--- config.mk ---
export PLATFORM = sky130hd
export DESIGN_NAME = serial_subtractor
export DESIGN_NICKNAME = d
export VERILOG_FILES = /design/src/rtl/serial_subtractor_pkg.sv /design/src/rtl/serial_subtractor_fsub_digit.sv /design/src/rtl/serial_subtractor.sv
export SDC_FILE = /design/constraint.sdc
export NUM_CORES = 1
export LEC_CHECK = 0
export CELL_PAD_IN_SITES_DETAIL_PLACEMENT = 1
export CELL_PAD_IN_SITES_GLOBAL_PLACEMENT = 1
export CORE_ASPECT_RATIO = 2
export CORE_MARGIN = 2
export CORE_UTILIZATION = 36
export DETAILED_ROUTE_END_ITERATION = 6
export PLACE_DENSITY = 0.8
export SLEW_MARGIN = 20
export SYNTH_ARGS = -nofsm -noshare
export SYNTH_HDL_FRONTEND = slang
export SYNTH_SLANG_ARGS = --single-unit
--- constraint.sdc ---
create_clock -name clk -period 3.4 [get_ports clk]
set_input_delay 0.68 -clock clk [delete_from_list [all_inputs] [get_ports clk]]
set_output_delay 0.68 -clock clk [all_outputs]
set_load 0.01 [all_outputs]
--- src/rtl/serial_subtractor_pkg.sv ---
// Shared definitions for the digit-serial subtractor: FSM encoding, digit-count
// and counter-width helpers, signed saturation limits as functions of width.
// No ports (package).
package serial_subtractor_pkg;

  typedef enum logic [1:0] {
    ST_IDLE = 2'd0,
    ST_RUN  = 2'd1,
    ST_DONE = 2'd2
  } state_e;

  // Saturation helpers return a MAX_WIDTH vector; callers keep the low WIDTH bits.
  localparam int MAX_WIDTH = 64;

  function automatic int ndig_f(input int width, input int digit);
    return width / digit;
  endfunction

  // Digit counter width: max(1, clog2(ndig)).
  function automatic int cnt_w_f(input int ndig);
    return (ndig > 1) ? $clog2(ndig) : 1;
  endfunction

  // Most positive signed value of a width-bit word.
  function automatic logic [MAX_WIDTH-1:0] smax_f(input int width);
    return (MAX_WIDTH'(1) << (width - 1)) - MAX_WIDTH'(1);
  endfunction

  // Most negative signed value of a width-bit word.
  function automatic logic [MAX_WIDTH-1:0] smin_f(input int width);
    return MAX_WIDTH'(1) << (width - 1);
  endfunction

endpackage

--- src/rtl/serial_subtractor_fsub_digit.sv ---
// Combinational ripple of DIGIT full-subtractor cells: d = a - b - bin over one digit.
// Ports: a_i/b_i digit operands, bin_i borrow into the LSB, d_o digit difference,
//        bout_o borrow out of the digit MSB. Zero latency, no handshake.
module serial_subtractor_fsub_digit #(
  parameter int DIGIT = 4
) (
  input  logic [DIGIT-1:0] a_i,
  input  logic [DIGIT-1:0] b_i,
  input  logic             bin_i,
  output logic [DIGIT-1:0] d_o,
  output logic             bout_o
);

  always_comb begin : p_ripple
    logic c;
    c   = bin_i;
    d_o = '0;
    for (int i = 0; i < DIGIT; i++) begin
      d_o[i] = a_i[i] ^ b_i[i] ^ c;
      // Borrow when b wins outright, or when the bits tie and a borrow is pending.
      c = (~a_i[i] & b_i[i]) | (c & ~(a_i[i] ^ b_i[i]));
    end
    bout_o = c;
  end

endmodule

--- src/rtl/serial_subtractor.sv ---
// Digit-serial two's-complement subtractor diff = a - b - bin, DIGIT bits per clock.
// Latency: out_valid rises WIDTH/DIGIT cycles after the accepting edge; one op in flight.
// Backpressure: result held in DONE (in_ready low) until out_ready; in_valid ignored when busy.
// Ports: clk, rst (sync, active high); in_valid/in_ready + a, b, bin operands;
//        out_valid/out_ready + diff, bout (unsigned borrow), ovf (signed overflow).
module serial_subtractor
  import serial_subtractor_pkg::*;
#(
  parameter int WIDTH = 16,
  parameter int DIGIT = 4,
  parameter bit SAT   = 1'b0
) (
  input  logic             clk,
  input  logic             rst,
  input  logic             in_valid,
  output logic             in_ready,
  input  logic [WIDTH-1:0] a,
  input  logic [WIDTH-1:0] b,
  input  logic             bin,
  output logic             out_valid,
  input  logic             out_ready,
  output logic [WIDTH-1:0] diff,
  output logic             bout,
  output logic             ovf
);

  localparam int NDIG = ndig_f(WIDTH, DIGIT);
  localparam int CW   = cnt_w_f(NDIG);
  localparam logic [CW-1:0]        CNT_LAST = CW'(NDIG - 1);
  localparam logic [MAX_WIDTH-1:0] SMAX_W   = smax_f(WIDTH);
  localparam logic [MAX_WIDTH-1:0] SMIN_W   = smin_f(WIDTH);
  localparam logic [WIDTH-1:0]     SMAX     = SMAX_W[WIDTH-1:0];
  localparam logic [WIDTH-1:0]     SMIN     = SMIN_W[WIDTH-1:0];

  if (DIGIT < 1 || DIGIT > WIDTH || (WIDTH % DIGIT) != 0 || WIDTH > MAX_WIDTH) begin : g_bad_cfg
    $fatal(1, "serial_subtractor: WIDTH must be a multiple of DIGIT (1..WIDTH), WIDTH <= 64");
  end

  state_e           state_q, state_d;
  logic [WIDTH-1:0] a_q, a_d, b_q, b_d;
  logic [WIDTH-1:0] part_q, part_d;   // difference digits produced so far
  logic             brw_q, brw_d;
  logic [CW-1:0]    cnt_q, cnt_d;
  logic [WIDTH-1:0] diff_q, diff_d;
  logic             bout_q, bout_d;
  logic             ovf_q, ovf_d;

  logic [DIGIT-1:0] sl_a, sl_b, sl_d;
  logic             sl_bout;
  logic [WIDTH-1:0] full_d;
  logic             ovf_n;

  always_comb begin
    sl_a = a_q[cnt_q*DIGIT +: DIGIT];
    sl_b = b_q[cnt_q*DIGIT +: DIGIT];
  end

  serial_subtractor_fsub_digit #(.DIGIT(DIGIT)) u_fsub_digit (
    .a_i    (sl_a),
    .b_i    (sl_b),
    .bin_i  (brw_q),
    .d_o    (sl_d),
    .bout_o (sl_bout)
  );

  always_comb begin
    state_d = state_q;
    a_d     = a_q;
    b_d     = b_q;
    part_d  = part_q;
    brw_d   = brw_q;
    cnt_d   = cnt_q;
    diff_d  = diff_q;
    bout_d  = bout_q;
    ovf_d   = ovf_q;

    in_ready  = (state_q == ST_IDLE);
    out_valid = (state_q == ST_DONE);

    // Difference including the digit being computed this cycle; complete on the last digit.
    full_d = part_q;
    full_d[cnt_q*DIGIT +: DIGIT] = sl_d;
    // Operands of opposite sign and a result sign that disagrees with a.
    ovf_n = (a_q[WIDTH-1] ^ b_q[WIDTH-1]) & (full_d[WIDTH-1] ^ a_q[WIDTH-1]);

    unique case (state_q)
      ST_IDLE: begin
        if (in_valid) begin
          a_d     = a;
          b_d     = b;
          brw_d   = bin;
          cnt_d   = '0;
          part_d  = '0;
          state_d = ST_RUN;
        end
      end
      ST_RUN: begin
        part_d = full_d;
        brw_d  = sl_bout;
        if (cnt_q == CNT_LAST) begin
          cnt_d   = '0;
          bout_d  = sl_bout;
          ovf_d   = ovf_n;
          if (SAT && ovf_n) begin
            diff_d = a_q[WIDTH-1] ? SMIN : SMAX;
          end else begin
            diff_d = full_d;
          end
          state_d = ST_DONE;
        end else begin
          cnt_d = cnt_q + 1'b1;
        end
      end
      ST_DONE: begin
        if (out_ready) begin
          state_d = ST_IDLE;
        end
      end
      default: state_d = ST_IDLE;
    endcase
  end

  always_ff @(posedge clk) begin
    if (rst) begin
      state_q <= ST_IDLE;
      a_q     <= '0;
      b_q     <= '0;
      part_q  <= '0;
      brw_q   <= 1'b0;
      cnt_q   <= '0;
      diff_q  <= '0;
      bout_q  <= 1'b0;
      ovf_q   <= 1'b0;
    end else begin
      state_q <= state_d;
      a_q     <= a_d;
      b_q     <= b_d;
      part_q  <= part_d;
      brw_q   <= brw_d;
      cnt_q   <= cnt_d;
      diff_q  <= diff_d;
      bout_q  <= bout_d;
      ovf_q   <= ovf_d;
    end
  end

  assign diff = diff_q;
  assign bout = bout_q;
  assign ovf  = ovf_q;

endmodule

==> impl_metrics.ini <==
[place]
dp_cells = 498
dp_hpwl_um = 6134
preCtsSetupSlack_ns = 0.04626
io_buffers = 56
globalplace.congestion = 0.8209

[floorplan]
row_count = 49
pin_count = 57
start_util_pct = 36.82
die_h_um = 138.9
die_w_um = 71.43
dieArea_um2 = 9917
core_region_area_um2 = 8890

[critical_path]
critPathKind = flop to flop
slowest_stage = mux4_2
cpMostUsedCell = inv_1
cp.required_ns = 3.64
startpoint_type = flop
end_kind = flop
worstPathArrival_ns = 3.47
slowest_delay_ns = 0.52
crit_path_max_fanout = 4
crit_chain = mux4_2 > fa_2 > inv_1 > fa_1 > inv_1 > fa_1 > inv_1 > fa_2 > nor4b_4 > nand2_1 > a311oi_1

[power_and_ir_drop]
p_int_mw = 1.605
net-switching-power_uw = 564.4
leakage_nw = 1.428
p_comb_share_pct = 14.9
swShare_pct = 26.02
sequentialPowerShare_pct = 41.7
clock_power_share_pct = 43.4
p_per_area_nw_per_um2 = 518.9
vdd_drop_max_uv = 256.7

[layout]
instances_no_fill = 514
diodes = 0
layout_common_cells = dfxtp_1, nand2_1, clkdlybuf4s50_1
layout.nets = 454
drive_gt1_share_pct = 10.92
final_common_cell = dfxtp_1
synthToLayoutAreaGrowth_pct = 27.71
postLayoutCoreUtil_pct = 47.02

[sta]
slew_headroom_pct = 48.98
timing.final.ws_setup_ns = 0.1706
period_needed_ns = 3.229
final.setup_skew_ns = 0.006496
worstMarginPinSlew_ns = 0.7652
hold_viol_final = 0
slew_viol_final = 0
max_freq_ghz = 0.3097
timing.final.crit_share_pct = 94.98
setup_viol = 0

[logic_synthesis]
ys.flop_type = dfxtp_1
synth_area_leaders = dfxtp_1, a311oi_1, a21oi_1, nand2_1, mux4_2
synth_edf_count = 0
synth_cells = 361
ys_types = 29
syn_avg_cell_area_um2 = 9.067
synth_area_um2 = 3273
synth-seq-cells = 71
syn_nets = 408
yosysTopAreaCell = dfxtp_1
synth_top_cell_area_share_pct = 43.43
ys_seq_area_share_pct = 43.43
yosys_warnings = 0
ys_async_sr_fraction_pct = 0

[global_route]
antenna_found_initial = 0
grt_util_met1_pct = 18.86
grt-busiest-layer = met2
met2_usage_pct = 33.67
grt_max_degree = 53
grt_usage_pct = 18.14
grt_pass1_wl_um = 14020
grt_pass1_vias = 2858
grt.overflow.total = 0
use_met3_pct = 3.416

[flow_run]
drv_cap = 0

[clock_network]
htree_levels = 3
clock_latency_ns = 0.35
cts_tree = yes
cts_buffer_depth = 2
clk_pin_slew_ns = 0.06
cts_buffers = 9
cts_root_buffer = clkbuf_16
cts_setup_buffers = 0
clock-sinks = 71

[route]
vias = 2799
drtIter0Drc = 205
wire_per_inst_um = 16.45
drt_pass1_iterations = 4
drc = 0
via_per_inst = 5.446
drtAntennaViolNets = 0
routed_wl_um = 8456

[worst_hold_path]
hold_path.class = flop to flop

[outcome]
outcome = finished, final reports clean
==> synthesized netlist by cell type, types with 2 or more instances <==
| library cell | count |
|---|---|
| dfxtp_1 | 71 |
| nand2_1 | 66 |
| a21oi_1 | 52 |
| a311oi_1 | 32 |
| nor2_1 | 21 |
| nand2b_1 | 18 |
| nand3_1 | 13 |
| buf_2 | 11 |
| inv_1 | 11 |
| clkbuf_1 | 9 |
| mux4_2 | 8 |
| ha_1 | 6 |
| nand3b_1 | 6 |
| buf_4 | 5 |
| nor3b_2 | 5 |
| buf_6 | 4 |
| fa_1 | 4 |
| nor2b_1 | 4 |
| and3b_1 | 3 |
| mux2i_1 | 2 |
| nor3b_1 | 2 |
==> worst max-delay path: cells and delay by family, from the launching register on <==
| kind | cells | cell delay [ns] |
|---|---|---|
| AOI/OAI and AO/OA | 1 | 0.30 |
| adders and majority gates | 4 | 1.35 |
| buffers and inverters | 3 | 0.21 |
| DFF | 1 | 0.37 |
| muxes | 1 | 0.52 |
| and+or+nand+nor | 2 | 0.38 |
==> cell families after synthesis <==
kind of cell    count (synthesis)  synth area share, %
fa+ha+maj                      10                4.740
buf+inv                        41                6.613
mux                            10                6.116
compound gates                 88                17.47
simple gates                  141                21.64
flops                          71                43.42
==> power groups by stage <==
| stage | logic, mW | registers [mW] | clock network (mW) |
|---|---|---|---|
| floorplan | 0.215 | 0.912 | 0 |
| global placement | 0.306 | 0.920 | 0 |
| detailed placement | 0.316 | 0.924 | 0 |
| CTS | 0.318 | 0.906 | 0.954 |
| global route | 0.355 | 0.910 | 0.994 |
| finish | 0.322 | 0.905 | 0.942 |
==> cell type report <==
| cell class | count | area [um^2] |
|---|---|---|
| clock buffers | 10 | 239.0 |
| clock inverters | 6 | 60.06 |
| fillers | 1039 | 4710 |
| inverters | 11 | 41.29 |
| multi-input cells | 249 | 1664 |
| flip-flops and latches | 71 | 1425 |
| well taps | 102 | 127.6 |
| repair buffers | 65 | 623.1 |
==> timing repair <==
| item | CTS | global route |
|---|---|---|
| setup endpoints to repair | 0 | 4 |
| gates resized for setup | 0 | 4 |
| hold buffers | 0 | 0 |
==> stage by stage <==
step | hold WS [ns] | area [um^2] | setup TNS, ns | total power, mW
finish | 0.4574 | 4180 | 0 | 2.169
global route | 0.4792 | 4180 | -0.007861 | 2.258
CTS | 0.4617 | 4160 | 0 | 2.179
detailed placement | 0.4543 | 3861 | 0 | 1.240
global placement | 0.4435 | 3861 | 0 | 1.226
floorplan | 0.4331 | 3281 | 0 | 1.126
==> state kept, by name, summed over array words and instances (netlist names) <==
| name | cells |
|---|---|
| a_q | 16 |
| b_q | 16 |
| diff | 16 |
| part_q | 16 |
| cnt_q | 2 |
| state_q | 2 |
| bout | 1 |
| brw_q | 1 |
| ovf | 1 |
==> routing by layer <==
| layer | routed length, um | vias to the layer above |
|---|---|---|
| met2 | 4872 | 51 |
| met4 | 214 | 0 |
| met3 | 236 | 14 |
| li1 | - | 1362 |
| met1 | 3133 | 1372 |
| met5 | 0 | - |
==> worst paths after layout <==
check	startpoint	to	slack, ns	depth (start not counted)
setup / recovery	cnt_q[0]$_SDFFE_PP0P_	part_q[15]$_SDFFE_PP0P_	0.17	11
hold / removal	b_q[0]$_SDFFE_PP0P_	b_q[0]$_SDFFE_PP0P_	0.46	2
setup reg to reg	cnt_q[0]$_SDFFE_PP0P_	part_q[15]$_SDFFE_PP0P_	0.17	11
hold reg to reg	b_q[0]$_SDFFE_PP0P_	b_q[0]$_SDFFE_PP0P_	0.46	2
Note: power is estimated with default switching activity, not from simulation.
